`config.mk`:
```
export PLATFORM = sky130hd
export DESIGN_NAME = div_sequencer
export DESIGN_NICKNAME = d
export VERILOG_FILES = /design/src/rtl/riscv_defines.sv /design/src/rtl/div_step.sv /design/src/rtl/div_sequencer.sv
export SDC_FILE = /design/constraint.sdc
export NUM_CORES = 1
export LEC_CHECK = 0
export CAP_MARGIN = 10
export CORE_MARGIN = 1.5
export CORE_UTILIZATION = 50
export CTS_CLUSTER_SIZE = 28
export DETAILED_ROUTE_END_ITERATION = 7
export PLACE_DENSITY_LB_ADDON = 0.08
export SLEW_MARGIN = 30
export SYNTH_ARGS = -nofsm -noshare
export SYNTH_HDL_FRONTEND = slang
export SYNTH_SLANG_ARGS = --single-unit
```
`constraint.sdc`:
```
create_clock -name clk -period 6.9 [get_ports clk]
set_input_delay 0.69 -clock clk [delete_from_list [all_inputs] [get_ports clk]]
set_output_delay 0.69 -clock clk [all_outputs]
set_load 0.02 [all_outputs]
```
`src/rtl/riscv_defines.sv`:
```
// Shared RV32M decode constants, divider state encodings and small helpers.
package riscv_defines;

    localparam logic [6:0] FUNCT7_MULDIV = 7'b0000001;

    localparam logic [2:0] FUNC3_DIV  = 3'b100;
    localparam logic [2:0] FUNC3_DIVU = 3'b101;
    localparam logic [2:0] FUNC3_REM  = 3'b110;
    localparam logic [2:0] FUNC3_REMU = 3'b111;

    typedef enum logic [1:0] {
        DIV_IDLE = 2'd0,
        DIV_RUN  = 2'd1,
        DIV_DONE = 2'd2
    } div_state_t;

    // Signed variants are DIV and REM.
    function automatic logic func3_is_signed(input logic [2:0] f);
        logic s;
        case (f)
            FUNC3_DIV, FUNC3_REM: s = 1'b1;
            default:              s = 1'b0;
        endcase
        return s;
    endfunction

    // Remainder variants are REM and REMU.
    function automatic logic func3_is_rem(input logic [2:0] f);
        logic r;
        case (f)
            FUNC3_REM, FUNC3_REMU: r = 1'b1;
            default:               r = 1'b0;
        endcase
        return r;
    endfunction

    // Magnitude of a two's complement value when signed handling is enabled.
    function automatic logic [31:0] abs_if(input logic [31:0] v, input logic en);
        logic [31:0] a;
        if (en && v[31]) begin
            a = 32'd0 - v;
        end else begin
            a = v;
        end
        return a;
    endfunction

endpackage

```
`src/rtl/div_step.sv`:
```
// One radix-2 restoring division step. The quotient bit is shifted into the
// low end of the dividend register, so after all steps dvd holds the quotient.
module div_step (
    input  logic [31:0] rem,
    input  logic [31:0] dvd,
    input  logic [31:0] divisor,
    output logic [31:0] rem_next,
    output logic [31:0] dvd_next,
    output logic        q_bit
);

    logic [32:0] shifted_s;
    logic [32:0] diff_s;

    // Shift, trial-subtract on 33 bits, restore when the difference is negative.
    always_comb begin
        shifted_s = {rem, dvd[31]};
        diff_s    = shifted_s - {1'b0, divisor};
        if (!diff_s[32]) begin
            q_bit    = 1'b1;
            rem_next = diff_s[31:0];
        end else begin
            q_bit    = 1'b0;
            rem_next = shifted_s[31:0];
        end
        dvd_next = {dvd[30:0], q_bit};
    end

endmodule

```
`src/rtl/div_sequencer.sv`:
```
// Multi-cycle DIV/DIVU/REM/REMU sequencer for the execute stage. Stalls the
// front of the pipe while a restoring divider iterates, then presents the
// result for one cycle alongside a done pulse.
module div_sequencer
    import riscv_defines::*;
#(
    parameter int ITERATIONS = 32
) (
    input  logic        clk,
    input  logic        rst,
    input  logic        start,
    input  logic [2:0]  func3,
    input  logic [31:0] op1,
    input  logic [31:0] op2,
    input  logic        flush,
    output logic        stall,
    output logic        done,
    output logic [31:0] result
);

    localparam int CNT_W = $clog2(ITERATIONS);
    localparam logic [CNT_W-1:0] LAST_COUNT = CNT_W'(ITERATIONS - 1);

    div_state_t        state_r;
    logic [2:0]        func3_r;
    logic              neg_q_r;
    logic              neg_r_r;
    logic [31:0]       rem_r;
    logic [31:0]       dvd_r;
    logic [31:0]       divisor_r;
    logic [CNT_W-1:0]  count_r;
    logic [31:0]       result_r;

    logic              start_signed_s;
    logic              start_rem_s;
    logic [31:0]       abs_op1_s;
    logic [31:0]       abs_op2_s;
    logic              special_s;
    logic [31:0]       special_val_s;

    logic [31:0]       rem_next_s;
    logic [31:0]       dvd_next_s;
    logic              q_bit_s;
    logic [31:0]       final_val_s;

    div_step u_step (
        .rem      (rem_r),
        .dvd      (dvd_r),
        .divisor  (divisor_r),
        .rem_next (rem_next_s),
        .dvd_next (dvd_next_s),
        .q_bit    (q_bit_s)
    );

    // Decode the incoming operation and take operand magnitudes for signed ops.
    always_comb begin
        start_signed_s = func3_is_signed(func3);
        start_rem_s    = func3_is_rem(func3);
        abs_op1_s      = abs_if(op1, start_signed_s);
        abs_op2_s      = abs_if(op2, start_signed_s);
    end

    // Divide-by-zero and signed overflow are answered without iterating.
    always_comb begin
        special_s     = 1'b0;
        special_val_s = 32'd0;
        if (op2 == 32'd0) begin
            special_s     = 1'b1;
            special_val_s = start_rem_s ? op1 : 32'hFFFF_FFFF;
        end else if (start_signed_s && (op1 == 32'h8000_0000) && (op2 == 32'hFFFF_FFFF)) begin
            special_s     = 1'b1;
            special_val_s = start_rem_s ? 32'd0 : 32'h8000_0000;
        end else begin
            special_s     = 1'b0;
            special_val_s = 32'd0;
        end
    end

    // Sign-correct the outcome of the final step (quotient or remainder).
    always_comb begin
        final_val_s = 32'd0;
        if (func3_is_rem(func3_r)) begin
            final_val_s = neg_r_r ? (32'd0 - rem_next_s) : rem_next_s;
        end else begin
            final_val_s = neg_q_r ? (32'd0 - dvd_next_s) : dvd_next_s;
        end
    end

    // Sequencer FSM: operand latch, iteration, result register.
    always_ff @(posedge clk) begin
        if (rst) begin
            state_r   <= DIV_IDLE;
            func3_r   <= 3'd0;
            neg_q_r   <= 1'b0;
            neg_r_r   <= 1'b0;
            rem_r     <= 32'd0;
            dvd_r     <= 32'd0;
            divisor_r <= 32'd0;
            count_r   <= '0;
            result_r  <= 32'd0;
        end else if (flush) begin
            state_r <= DIV_IDLE;
            count_r <= '0;
        end else begin
            case (state_r)
                DIV_IDLE: begin
                    if (start) begin
                        func3_r   <= func3;
                        neg_q_r   <= start_signed_s & (op1[31] ^ op2[31]);
                        neg_r_r   <= start_signed_s & op1[31];
                        dvd_r     <= abs_op1_s;
                        divisor_r <= abs_op2_s;
                        rem_r     <= 32'd0;
                        count_r   <= '0;
                        if (special_s) begin
                            result_r <= special_val_s;
                            state_r  <= DIV_DONE;
                        end else begin
                            state_r  <= DIV_RUN;
                        end
                    end else begin
                        state_r <= DIV_IDLE;
                    end
                end
                DIV_RUN: begin
                    rem_r   <= rem_next_s;
                    dvd_r   <= dvd_next_s;
                    count_r <= count_r + CNT_W'(1);
                    if (count_r == LAST_COUNT) begin
                        result_r <= final_val_s;
                        count_r  <= '0;
                        state_r  <= DIV_DONE;
                    end else begin
                        state_r  <= DIV_RUN;
                    end
                end
                DIV_DONE: begin
                    state_r <= DIV_IDLE;
                end
                default: begin
                    state_r <= DIV_IDLE;
                end
            endcase
        end
    end

    // Pipeline handshake: stall drops immediately on flush and in DONE.
    always_comb begin
        stall  = ~flush & (((state_r == DIV_IDLE) & start) | (state_r == DIV_RUN));
        done   = (state_r == DIV_DONE);
        result = result_r;
    end

endmodule

```
== After elaboration in Yosys (flattened, before gate mapping) ==
Cells that the tools add are included.
Storage, ports and cells
  logic and storage cells: 81
  output and inout port bits: 34
  register bits: 140
Cells by class
  reductions and logical operators: 15
  bitwise operators: 7
  equality and inequality tests: 13
  add/sub/neg operators: 6
  multiplexer cells: 31
Operators with widths (count)
  $mux 32: 15
  $pmux 32 s2: 3
  $sub 1x32->32 const A: 4
  $eq 32x32->1 const B: 2
  $sub 33x32->33: 1
  $logic_not 32->1: 1
  $eq 3x3->1 const B: 5
  $mux 5: 2
  $pmux 5 s2: 1
  $reduce_or 2->1: 4
  $mux 1: 6
  $mux 2: 3
  $ne 2x2->1 const B: 3
  $reduce_and 3->1: 2
  $add 5x1->5 const B: 1
  $eq 5x5->1 const B: 1
  $reduce_and 5->1: 1
  $and 1x1->1: 4
  $logic_and 1x1->1: 4
  $pmux 2 s2: 1
  $eq 2x1->1 const B: 1
  $eq 2x2->1 const B: 1
  $logic_not 2->1: 1
  $reduce_and 2->1: 1
  4 further kinds: 4

== Longest topological paths before layout ==
Gate-level depths: netlist of run 1.
  word-level depth: 10
  mapped depth: 24
  mapped depth without buffers: 22

== Cells and area by module ==
A second synthesis of run 1 with hierarchy kept.
Second synthesis, totals
  cells, all modules: 1449
  area, all modules: 11164.5 um^2
Modules (own cells, without submodules)
  div_sequencer: seq. area each 2782.7 um^2, instances 1, cells each 1112, area each 8565.7 um^2
  div_step: seq. area each 0.0 um^2, instances 1, cells each 337, area each 2598.7 um^2

== Worst setup path after synthesis of run 1 ==
No wires, ideal clock.
  path type: register to register
  from: reg dvd_r[31]
  to: reg result_r[24] (netlist: result[24])
  library setup time: 0.133 ns
  stages on the path, launching flop included: 23
  arrival time: 4.724 ns
  setup slack: 2.043 ns
  path buffers: 2
  data required time: 6.767 ns
  cells stage by stage: dfxtp_1 inv_1 ha_1 inv_1 fa_1 a211oi_2 o211ai_2 a32oi_2 a211oi_2 o21a_1 nor2_1 buf_2 buf_2 mux2i_1 ha_1 nand2_1 nor4_1 o2111ai_1 o31a_1 or4_4 and3_1 o21ai_1 a211oi_2
Between the ends
  word-level cells in the longest chain between the ends: 7
  elaborated cells between the ends (all ways): 10
RTL lines
  start: declaration: line div_sequencer.sv:29  | logic [31:0] dvd_r;
  start signal: assignment: line div_sequencer.sv:111  | dvd_r <= abs_op1_s;
  start signal: assignment: line div_sequencer.sv:127  | dvd_r <= dvd_next_s;
  $sub 33x32->33: line div_step.sv:18  | diff_s = shifted_s - {1'b0, divisor};
  $mux 1 / $mux 32 (equally long branches): line div_step.sv:19  | if (!diff_s[32]) begin
  $sub 1x32->32, on equally long branches: line div_sequencer.sv:85, div_sequencer.sv:83
  $mux 32, on equally long branches: line div_sequencer.sv:85, div_sequencer.sv:83
  $mux 32 *: line div_sequencer.sv:82  | if (func3_is_rem(func3_r)) begin
  $mux 32 *: line div_sequencer.sv:129  | if (count_r == LAST_COUNT) begin
  $pmux 32 s2 *: line div_sequencer.sv:105  | case (state_r)
  end signal: assignment: line div_sequencer.sv:116  | result_r <= special_val_s;
  end signal: assignment: line div_sequencer.sv:130  | result_r <= final_val_s;
  end: declaration: line div_sequencer.sv:32  | logic [31:0] result_r;
Every way passes the cells marked *; elsewhere a longest branch is shown, timed or not. The select of a mux whose other input is x is not followed.
A chain may end at the register's enable or synchronous reset.

== Worst setup path in the final report of run 1 ==
Ends and elaborated chain as after synthesis.

==> results of run 1 <==
-- worst max-delay path, stage by stage (launching register included) --
cell and delay, ns:
sky130_fd_sc_hd__dfxtp_1 0.32, sky130_fd_sc_hd__inv_1 0.08, sky130_fd_sc_hd__ha_1 0.16, sky130_fd_sc_hd__inv_1 0.05, sky130_fd_sc_hd__fa_1 0.41, sky130_fd_sc_hd__a211oi_2 0.29, sky130_fd_sc_hd__o211ai_2 0.16, sky130_fd_sc_hd__a32oi_2 0.29
sky130_fd_sc_hd__a211oi_2 0.15, sky130_fd_sc_hd__o21a_1 0.44, sky130_fd_sc_hd__nor2_2 0.83, sky130_fd_sc_hd__inv_1 0.14, sky130_fd_sc_hd__buf_4 0.28, sky130_fd_sc_hd__a21oi_1 0.29, sky130_fd_sc_hd__ha_1 0.27, sky130_fd_sc_hd__nand2_1 0.07
sky130_fd_sc_hd__nor4_1 0.31, sky130_fd_sc_hd__o2111ai_1 0.19, sky130_fd_sc_hd__o31a_1 0.25, sky130_fd_sc_hd__or4_4 0.57, sky130_fd_sc_hd__and3_1 0.18, sky130_fd_sc_hd__o21ai_1 0.19, sky130_fd_sc_hd__a211oi_2 0.09
-- through the flow --
stage,worst slack (ns),util [%],std cells
final,0.736,58.5,1919
after global routing,0.415,58.5,1919
after CTS,0.903,58.5,1919
after detailed placement,0.941,55.6,1887
after global placement,1.21,55.5,1885
after floorplan,2.04,-,1585
-- per-layer routing --
layer | track usage (%) | share of wire (%)
met5 | 0 | 0
met4 | 9.39 | 2.2
met3 | 4.74 | 6.9
met2 | 51.6 | 45
met1 | 44.4 | 46
-- state kept, by name, summed over array words and instances (netlist names), 2 cells and up --
register,flops
divisor_r,32
dvd_r,32
rem_r,32
result,32
count_r,5
func3_r,2
state_r,2
-- Yosys cell counts, drive strengths merged (7+ instances only) --
cell | instances | area [um2]
a211oi | 64 | 495
a21o | 11 | 82.6
a21oi | 139 | 703
a22oi | 21 | 158
a311oi | 24 | 210
a31oi | 15 | 93.8
and2 | 12 | 75.1
and3 | 13 | 81.3
buf | 25 | 113
clkbuf | 77 | 290
dfxtp | 139 | 2780
ha | 39 | 488
inv | 58 | 218
mux2 | 10 | 113
mux2i | 20 | 200
nand2 | 113 | 424
nand2b | 9 | 56.3
nand3 | 20 | 100
nand4 | 17 | 106
nor2 | 233 | 880
nor2b | 20 | 125
nor3 | 52 | 270
nor4 | 17 | 106
o211ai | 33 | 253
o21ai | 132 | 661
o21bai | 7 | 52.6
o31ai | 21 | 158
o41ai | 14 | 138
or2 | 8 | 50.1
or3 | 27 | 169
or4 | 15 | 120
xnor2 | 53 | 464
xor2 | 69 | 604
-- how the worst max path moves through the flow --
stage                                 from  cells after the start  slack (ns)                       to
global route        dvd_r[31]$_SDFFE_PP0P_                     22        0.42  result[24]$_SDFFE_PP0P_
detailed placement  dvd_r[31]$_SDFFE_PP0P_                     22        0.94  result[24]$_SDFFE_PP0P_
global placement    dvd_r[31]$_SDFFE_PP0P_                     22        1.21  result[24]$_SDFFE_PP0P_
floorplan           dvd_r[31]$_SDFFE_PP0P_                     22        2.04  result[24]$_SDFFE_PP0P_
CTS                 dvd_r[31]$_SDFFE_PP0P_                     22        0.90  result[24]$_SDFFE_PP0P_
finish              dvd_r[31]$_SDFFE_PP0P_                     22        0.74  result[24]$_SDFFE_PP0P_
-- power by group --
part | switching (mW) | internal, mW | total [mW]
Combinational | 0.342 | 0.202 | 0.544
Sequential | 0.0294 | 0.830 | 0.859
Clock | 0.394 | 0.654 | 1.05
Total | 0.766 | 1.69 | 2.45
-- area by class of cell --
type	count	area (um2)
fill	2174	9330
multi-input combinational	1286	8020
sequential	139	2780
timing repair buffer	119	1150
clock buffer	19	443
tap	285	357
inverter	58	218
clock inverter	13	213
-- logic make-up after synthesis --
logic type / share of synthesized area (%)
xor gates and xnor gates: 9.38
DFF: 24.4
adders and majority gates: 4.46
buffers and inverters: 5.45
AOI/OAI and AO/OA: 29.9
and+or+nand+nor: 23.6
muxes: 2.75
==> qor.yml, run 1 <==
outcome:
  run_status: "finished, final reports clean"
clocking:
  post_cts_resized: 0
  worstSkewPairLatency_ns: 0.44
  ctsLongestPathBuffers: 2
  h-tree-depth: 4
  clkTransAtPathRegs_ns: 0.06
  postCtsSetupRepairBufs: 0
  cts_hold_repair.buffers: 0
  cts-buffers-inserted: 17
  clock_tree_from_tritoncts: "built"
  cts_num_sinks: 139
  clock_tree_root: "sky130_fd_sc_hd__clkbuf_16"
place:
  gp_congestion: 0.944
  placed_cell_area_um2: 12500
  place.detailed.hpwl_mm: 28.4
  port_buffers: 104
worst_setup_path:
  cp-start-kind: "flop"
  worstReg2RegStart: "dvd_r[31]$_SDFFE_PP0P_"
  timing.critical_path.fanout_max: 29
  worst_ep_required_time_ns: 7.18
  timing.reg2reg.worst_path_depth: 22
  worstReg2RegEnd: "result[24]$_SDFFE_PP0P_"
  r2r_setup_slack_ns: 0.74
  setup.worst_path.end_class: "flop"
  crit_path_arrival_time_ns: 6.45
  timing.setup.critical_path_class: "flop to flop"
drt:
  dr.pass1.iters: 6
  dr.first_iter.drc_count: 1231
  vias: 12153
  finalWirelength_mm: 38.2
  ant_nets: 0
  route.detailed.vias_per_inst: 6.33
  post_drt_wl_per_cell_um: 19.9
  drc_errors: 0
synthesis:
  ys_ff_latch: 139
  synth.avg_cell_area_um2: 7.19
  synth_edf_count: 0
  syn-num-nets: 1696
  synth_ff_type: "sky130_fd_sc_hd__dfxtp_1"
  synth.yosys.seq_area_share_pct: 24.4
  distinct_cell_type_count_of_the_synthesized_netlist: 80
  syn_area_um2: 11400
  async_flop_share_pct: 0
  ys_warn_count: 0
  syn_inst: 1585
sta:
  totalNegativeSetupSlack_ns: 0
  report.final.setup_viol: 0
  timing.final.crit_share_pct: 89.3
  fin_hold_ws_ns: 0.456
  timing_max_transition_violations_final: 0
  rsz_0062_raised_after_global_routing: "no"
  worstMarginPinSlew_ns: 0.984
  setup_skew_after_layout_ns: 0.0104
  final_hold_viol_count: 0
  maxClockFrequency_mhz: 162
  slew_headroom_pct: 34.4
  period_minus_slack_ns: 6.16
power:
  total_power_mw: 2.45
  vdd_drop_max_mv: 0.140
  power.density_cell_area_nw_per_um2: 186
  power_leakage_nw: 4.83
cells_and_area:
  final_common_cell: "sky130_fd_sc_hd__nor2_1"
  nets: 1732
  synthToLayoutAreaGrowth_pct: 15.7
  final_cell_mix: "sky130_fd_sc_hd__nor2_1, sky130_fd_sc_hd__dfxtp_1, sky130_fd_sc_hd__a21oi_1"
  final_layout_size_suffix_gt1_share_pct: 5.63
  finish.instance_area_um2: 13200
  num_antenna_cells: 0
grt:
  grt_first_pass_wirelength_mm: 60.5
  overflow: 0
  global_route.usage.total_pct: 32.1
  grt_start_max_net_pins: 79
  grt_antenna_before_repair: 0
  number_of_global_route_vias_before_repair: 11115
floorplan:
  fp.dieH_um: 154
  die_x_um: 154
  floorplan.core_area_um2: 22500
  top_level_ports: 105
  start_util_pct: 50.6
  row_count: 55
  floorplan.die_area_um2: 23700
worst_hold_path:
  min_path_type: "flop to flop"
  hold_path_depth: 2
  hold_path_startpoint: "divisor_r[22]$_SDFFE_PP0P_"
  hold-path-endpoint: "divisor_r[22]$_SDFFE_PP0P_"
job:
  number_of_maximum_capacitance_constraint_violations: 0
No activity file was read; power rests on OpenSTA's default activity.
==> run 2: changes to the inputs <==
--- a/config.mk
+++ b/config.mk
@@ -8,10 +8,12 @@
 export CAP_MARGIN = 10
 export CORE_MARGIN = 1.5
 export CORE_UTILIZATION = 50
+export CTS_CLUSTER_DIAMETER = 120
 export CTS_CLUSTER_SIZE = 28
 export DETAILED_ROUTE_END_ITERATION = 7
 export PLACE_DENSITY_LB_ADDON = 0.08
 export SLEW_MARGIN = 30
 export SYNTH_ARGS = -nofsm -noshare
 export SYNTH_HDL_FRONTEND = slang
+export SYNTH_HIERARCHICAL = 1
 export SYNTH_SLANG_ARGS = --single-unit
==> run 2 against run 1 <==
Net effect: wire length fell by 9.0%; first-iteration DRC count down 30%; cell count decreased by 8.7%; synthesized cell count fell by 8.6%; sequential share of layout area is 1.1 points higher; worst setup slack better by 0.44 ns; sequential power grew 0.5%; register-to-register slack improved by 0.44 ns; fmax grew 7.6%; combinational power shrank 9.7%; clock skew grew 0.0010 ns; critical endpoint is now result[20]$_SDFFE_PP0P_; largest cell class unchanged.
==> qor.yml, run 2 <==
synthesis:
  syn-num-nets: 1560  # -8.0%
  combinational_family_with_the_most_area_after_synthesis: "compound AO/OA/AOI/OAI gates"
  syn_inst: 1449  # -8.6%
  most_repeated_cell_in_the_gate_level_netlist_after_synthesis: "sky130_fd_sc_hd__nor2_1"
  async_flop_share_pct: 0  # unchanged
  synth_edf_count: 0  # unchanged
  synth_xor_area_share_pct: 11.1  # +1.8 points
  distinct_cell_type_count_of_the_synthesized_netlist: 85  # +6.3%
  synth_top_cells_by_count: "sky130_fd_sc_hd__nor2_1, sky130_fd_sc_hd__dfxtp_1, sky130_fd_sc_hd__a21oi_1"
  post_synth_and_or_nand_nor_area_fraction_pct: 21.6  # -2.0 points
  synth.avg_cell_area_um2: 7.70  # +7.2%
  ys_ff_latch: 139  # unchanged
  synth_compound_gate_area_share_pct: 26.2  # -3.7 points
  synth_area_in_adders_pct: 4.55  # +0.090 points
  syn_area_um2: 11200  # -2.0%
  synth_ff_type: "sky130_fd_sc_hd__dfxtp_1"
  ys_warn_count: 6  # +6
  post-synth-top-area-fraction_pct: 24.9  # +0.49 points
  netlist_top_cells_area: "sky130_fd_sc_hd__dfxtp_1, sky130_fd_sc_hd__nor2_1, sky130_fd_sc_hd__xnor2_1"
  synth_mux_area_share_pct: 3.43  # +0.68 points
  synth.yosys.seq_area_share_pct: 24.9  # +0.49 points
  post-synth-top-area-cell: "sky130_fd_sc_hd__dfxtp_1"
power:
  vdd_drop_max_mv: 0.151  # +7.8%
  power_leakage_nw: 4.57  # -5.3%
  total_power_mw: 2.28  # -7.0%
  power.density_cell_area_nw_per_um2: 182  # -2.4%
clocking:
  h-tree-depth: 4  # unchanged
  clock_tree_root: "sky130_fd_sc_hd__clkbuf_16"
  cts_hold_repair.buffers: 0  # unchanged
  clkTransAtPathRegs_ns: 0.06  # about the same
  clock_tree_from_tritoncts: "built"
  worstSkewPairLatency_ns: 0.43  # about the same
  cts_num_sinks: 139  # unchanged
  post_cts_resized: 0  # unchanged
  cts-buffers-inserted: 17  # unchanged
  postCtsSetupRepairBufs: 0  # unchanged
  ctsLongestPathBuffers: 2  # unchanged
cells_and_area:
  area.sequential_um2: 2780  # unchanged
  multi_input_area_um2: 7500  # -6.5%
  nets: 1572  # -9.2%
  final_layout_size_suffix_gt1_share_pct: 7.81  # +2.2 points
  final_common_cell: "sky130_fd_sc_hd__nor2_1"
  filler_cell_count: 2119  # -2.5%
  final_util_pct: 57.3  # -1.2 points
  num_antenna_cells: 0  # unchanged
  final_cell_mix: "sky130_fd_sc_hd__nor2_1, sky130_fd_sc_hd__dfxtp_1, sky130_fd_sc_hd__clkdlybuf4s50_1"
  synthToLayoutAreaGrowth_pct: 12.4
worst_setup_path:
  crit_path_arrival_time_ns: 6.02  # -0.43 ns
  path_cells: "inv_1, ha_1, fa_1, and2b_1, o2111ai_2, a21oi_2, o2111ai_1, a211oi_2, nor2_4, mux2i_4, and2_4, inv_8, mux2_2, or4b_2, nand3b_1, o41ai_1, xor2_1, o22ai_1, a211oi_1, nor3_1"
  worstReg2RegEnd: "result[20]$_SDFFE_PP0P_"
  worstReg2RegStart: "dvd_r[31]$_SDFFE_PP0P_"
  timing.critical_path.fanout_max: 29  # unchanged
  timing.setup.critical_path_class: "flop to flop"
  crit_slowest_cell: "sky130_fd_sc_hd__or4b_2"
  timing.reg2reg.worst_path_depth: 20  # -9.1%
  max_stage_delay_ns: 0.76  # -0.07 ns
  r2r_setup_slack_ns: 1.17  # +0.44 ns
  cp-start-kind: "flop"
  worst_ep_required_time_ns: 7.19  # about the same
  setup.worst_path.end_class: "flop"
sta:
  final_hold_viol_count: 0  # unchanged
  setup_skew_after_layout_ns: 0.0114  # +0.000995 ns
  totalNegativeSetupSlack_ns: 0  # unchanged
  rsz_0062_raised_after_global_routing: "no"
  timing_max_transition_violations_final: 0  # unchanged
  report.final.setup_viol: 0  # unchanged
  maxClockFrequency_mhz: 175  # +7.6%
  worstMarginPinSlew_ns: 0.970  # -0.0137 ns
  timing.final.ws_setup_ns: 1.17  # +0.435 ns
  slew_headroom_pct: 35.3  # +0.91 points
  fin_hold_ws_ns: 0.454  # -0.00198 ns
  period_minus_slack_ns: 5.73  # -0.435 ns
  timing.final.crit_share_pct: 83.0  # -6.3 points
drt:
  finalWirelength_mm: 34.7  # -9.0%
  dr.pass1.iters: 5  # -1
  post_drt_wl_per_cell_um: 19.8  # -0.39%
  ant_nets: 0  # unchanged
  vias: 10905  # -10%
  drc_errors: 0  # unchanged
  dr.first_iter.drc_count: 866  # -30%
  route.detailed.vias_per_inst: 6.22  # -1.8%
outcome:
  run_status: "finished, final reports clean"
grt:
  global_route.usage.total_pct: 29.2  # -2.9 points
  grt_antenna_before_repair: 0  # unchanged
  use_met1_pct: 42.2  # -2.3 points
  grt_first_pass_wirelength_mm: 54.3  # -10%
  gr-max-usage-layer: "met2"
  use_met2_pct: 42.7  # -8.9 points
  grt_use_met3_pct: 5.43  # +0.70 points
  overflow: 0  # unchanged
  grt_start_max_net_pins: 89  # +13%
  number_of_global_route_vias_before_repair: 9825  # -12%
worst_hold_path:
  hold_path_depth: 2  # unchanged
  hold-path-endpoint: "divisor_r[16]$_SDFFE_PP0P_"
  hold_path_startpoint: "divisor_r[16]$_SDFFE_PP0P_"
  min_path_type: "flop to flop"
job:
  number_of_maximum_capacitance_constraint_violations: 0  # unchanged
floorplan:
  fp.dieH_um: 152  # -0.97%
  top_level_ports: 105  # unchanged
  row_count: 54  # -1.8%
  die_x_um: 152  # -0.97%
  start_util_pct: 51.0  # +0.39 points
  floorplan.core_area_um2: 21900  # -2.7%
  floorplan.die_area_um2: 23200  # -1.9%
place:
  post_placement_worst_setup_slack_ns: 1.23  # +0.293 ns
  gp_congestion: 0.924  # -2.1%
  port_buffers: 104  # unchanged
  place.detailed.hpwl_mm: 25.2  # -11%
[run 2: cell count changes in the layout (fill, tap and decap cells not counted), sizes merged, moves of 15 or more]
| cell | previous run | this run |
|---|---|---|
| o21ai | 132 | 51 |
| nor2b | 20 | 5 |
| a21oi | 139 | 98 |
| o211ai | 33 | 12 |
| xnor2 | 53 | 77 |
| mux2i | 20 | 4 |
| nor2 | 233 | 207 |
| nand2 | 113 | 82 |
| o22ai | 2 | 26 |
[run 2: how the worst max path moves through the flow]
stage | from | slack, ns | to | depth (start not counted)
3_3_place_gp | dvd_r[31]$_SDFFE_PP0P_ | 1.34 | result[20]$_SDFFE_PP0P_ | 20
3_5_place_dp | dvd_r[31]$_SDFFE_PP0P_ | 1.23 | result[20]$_SDFFE_PP0P_ | 20
6_report | dvd_r[31]$_SDFFE_PP0P_ | 1.17 | result[20]$_SDFFE_PP0P_ | 20
5_1_grt | dvd_r[31]$_SDFFE_PP0P_ | 0.82 | result[20]$_SDFFE_PP0P_ | 20
4_1_cts | dvd_r[31]$_SDFFE_PP0P_ | 1.23 | result[20]$_SDFFE_PP0P_ | 20
2_1_floorplan | dvd_r[31]$_SDFFE_PP0P_ | 1.89 | result[20]$_SDFFE_PP0P_ | 21
[run 2: metal layers]
| layer | up-vias | wire length, um |
|---|---|---|
| met1 | 5125 | 16200 |
| met3 | 72 | 2580 |
| met5 | - | 0 |
| li1 | 5284 | - |
| met4 | 0 | 1140 |
| met2 | 424 | 14800 |
[run 2: worst max-delay path: cells and delay by family, from the launching register on]
family	cells	cell delay (ns)
AO/OA/AOI/OAI	7	1.61
XOR/XNOR	1	0.20
adder cells (fa/ha/maj)	2	0.62
buffers and inverters	2	0.27
flip-flops	1	0.34
multiplexers	2	0.67
AND/OR/NAND/NOR	6	1.84
[run 2: cell type report]
| type | count | area share (%) |
|---|---|---|
| sequential | 139 | 22.2 |
| timing repair buffer | 115 | 8.96 |
| tap | 280 | 2.79 |
| clock inverter | 11 | 0.957 |
| clock buffer | 20 | 3.72 |
| multi-input combinational | 1135 | 59.7 |
| inverter | 53 | 1.65 |
[run 2: per-stage QoR]
step | area (um2) | std cells
after detailed placement | 12000 | 1722
after CTS | 12500 | 1753
after global routing | 12500 | 1753
final | 12500 | 1753
after floorplan | 11200 | 1449
after global placement | 12000 | 1722
[run 2: kinds of logic after synthesis]
kind of cell               Yosys count
and+or+nand+nor                    500
DFF                                139
muxes                               27
buffers and inverters              175
AOI/OAI and AO/OA                  426
adders and majority gates           40
xor gates and xnor gates           142
[run 2: where the power goes]
| part | switching, mW | internal, mW |
|---|---|---|
| combinational | 0.303 | 0.188 |
| sequential | 0.0327 | 0.831 |
| clock | 0.368 | 0.557 |
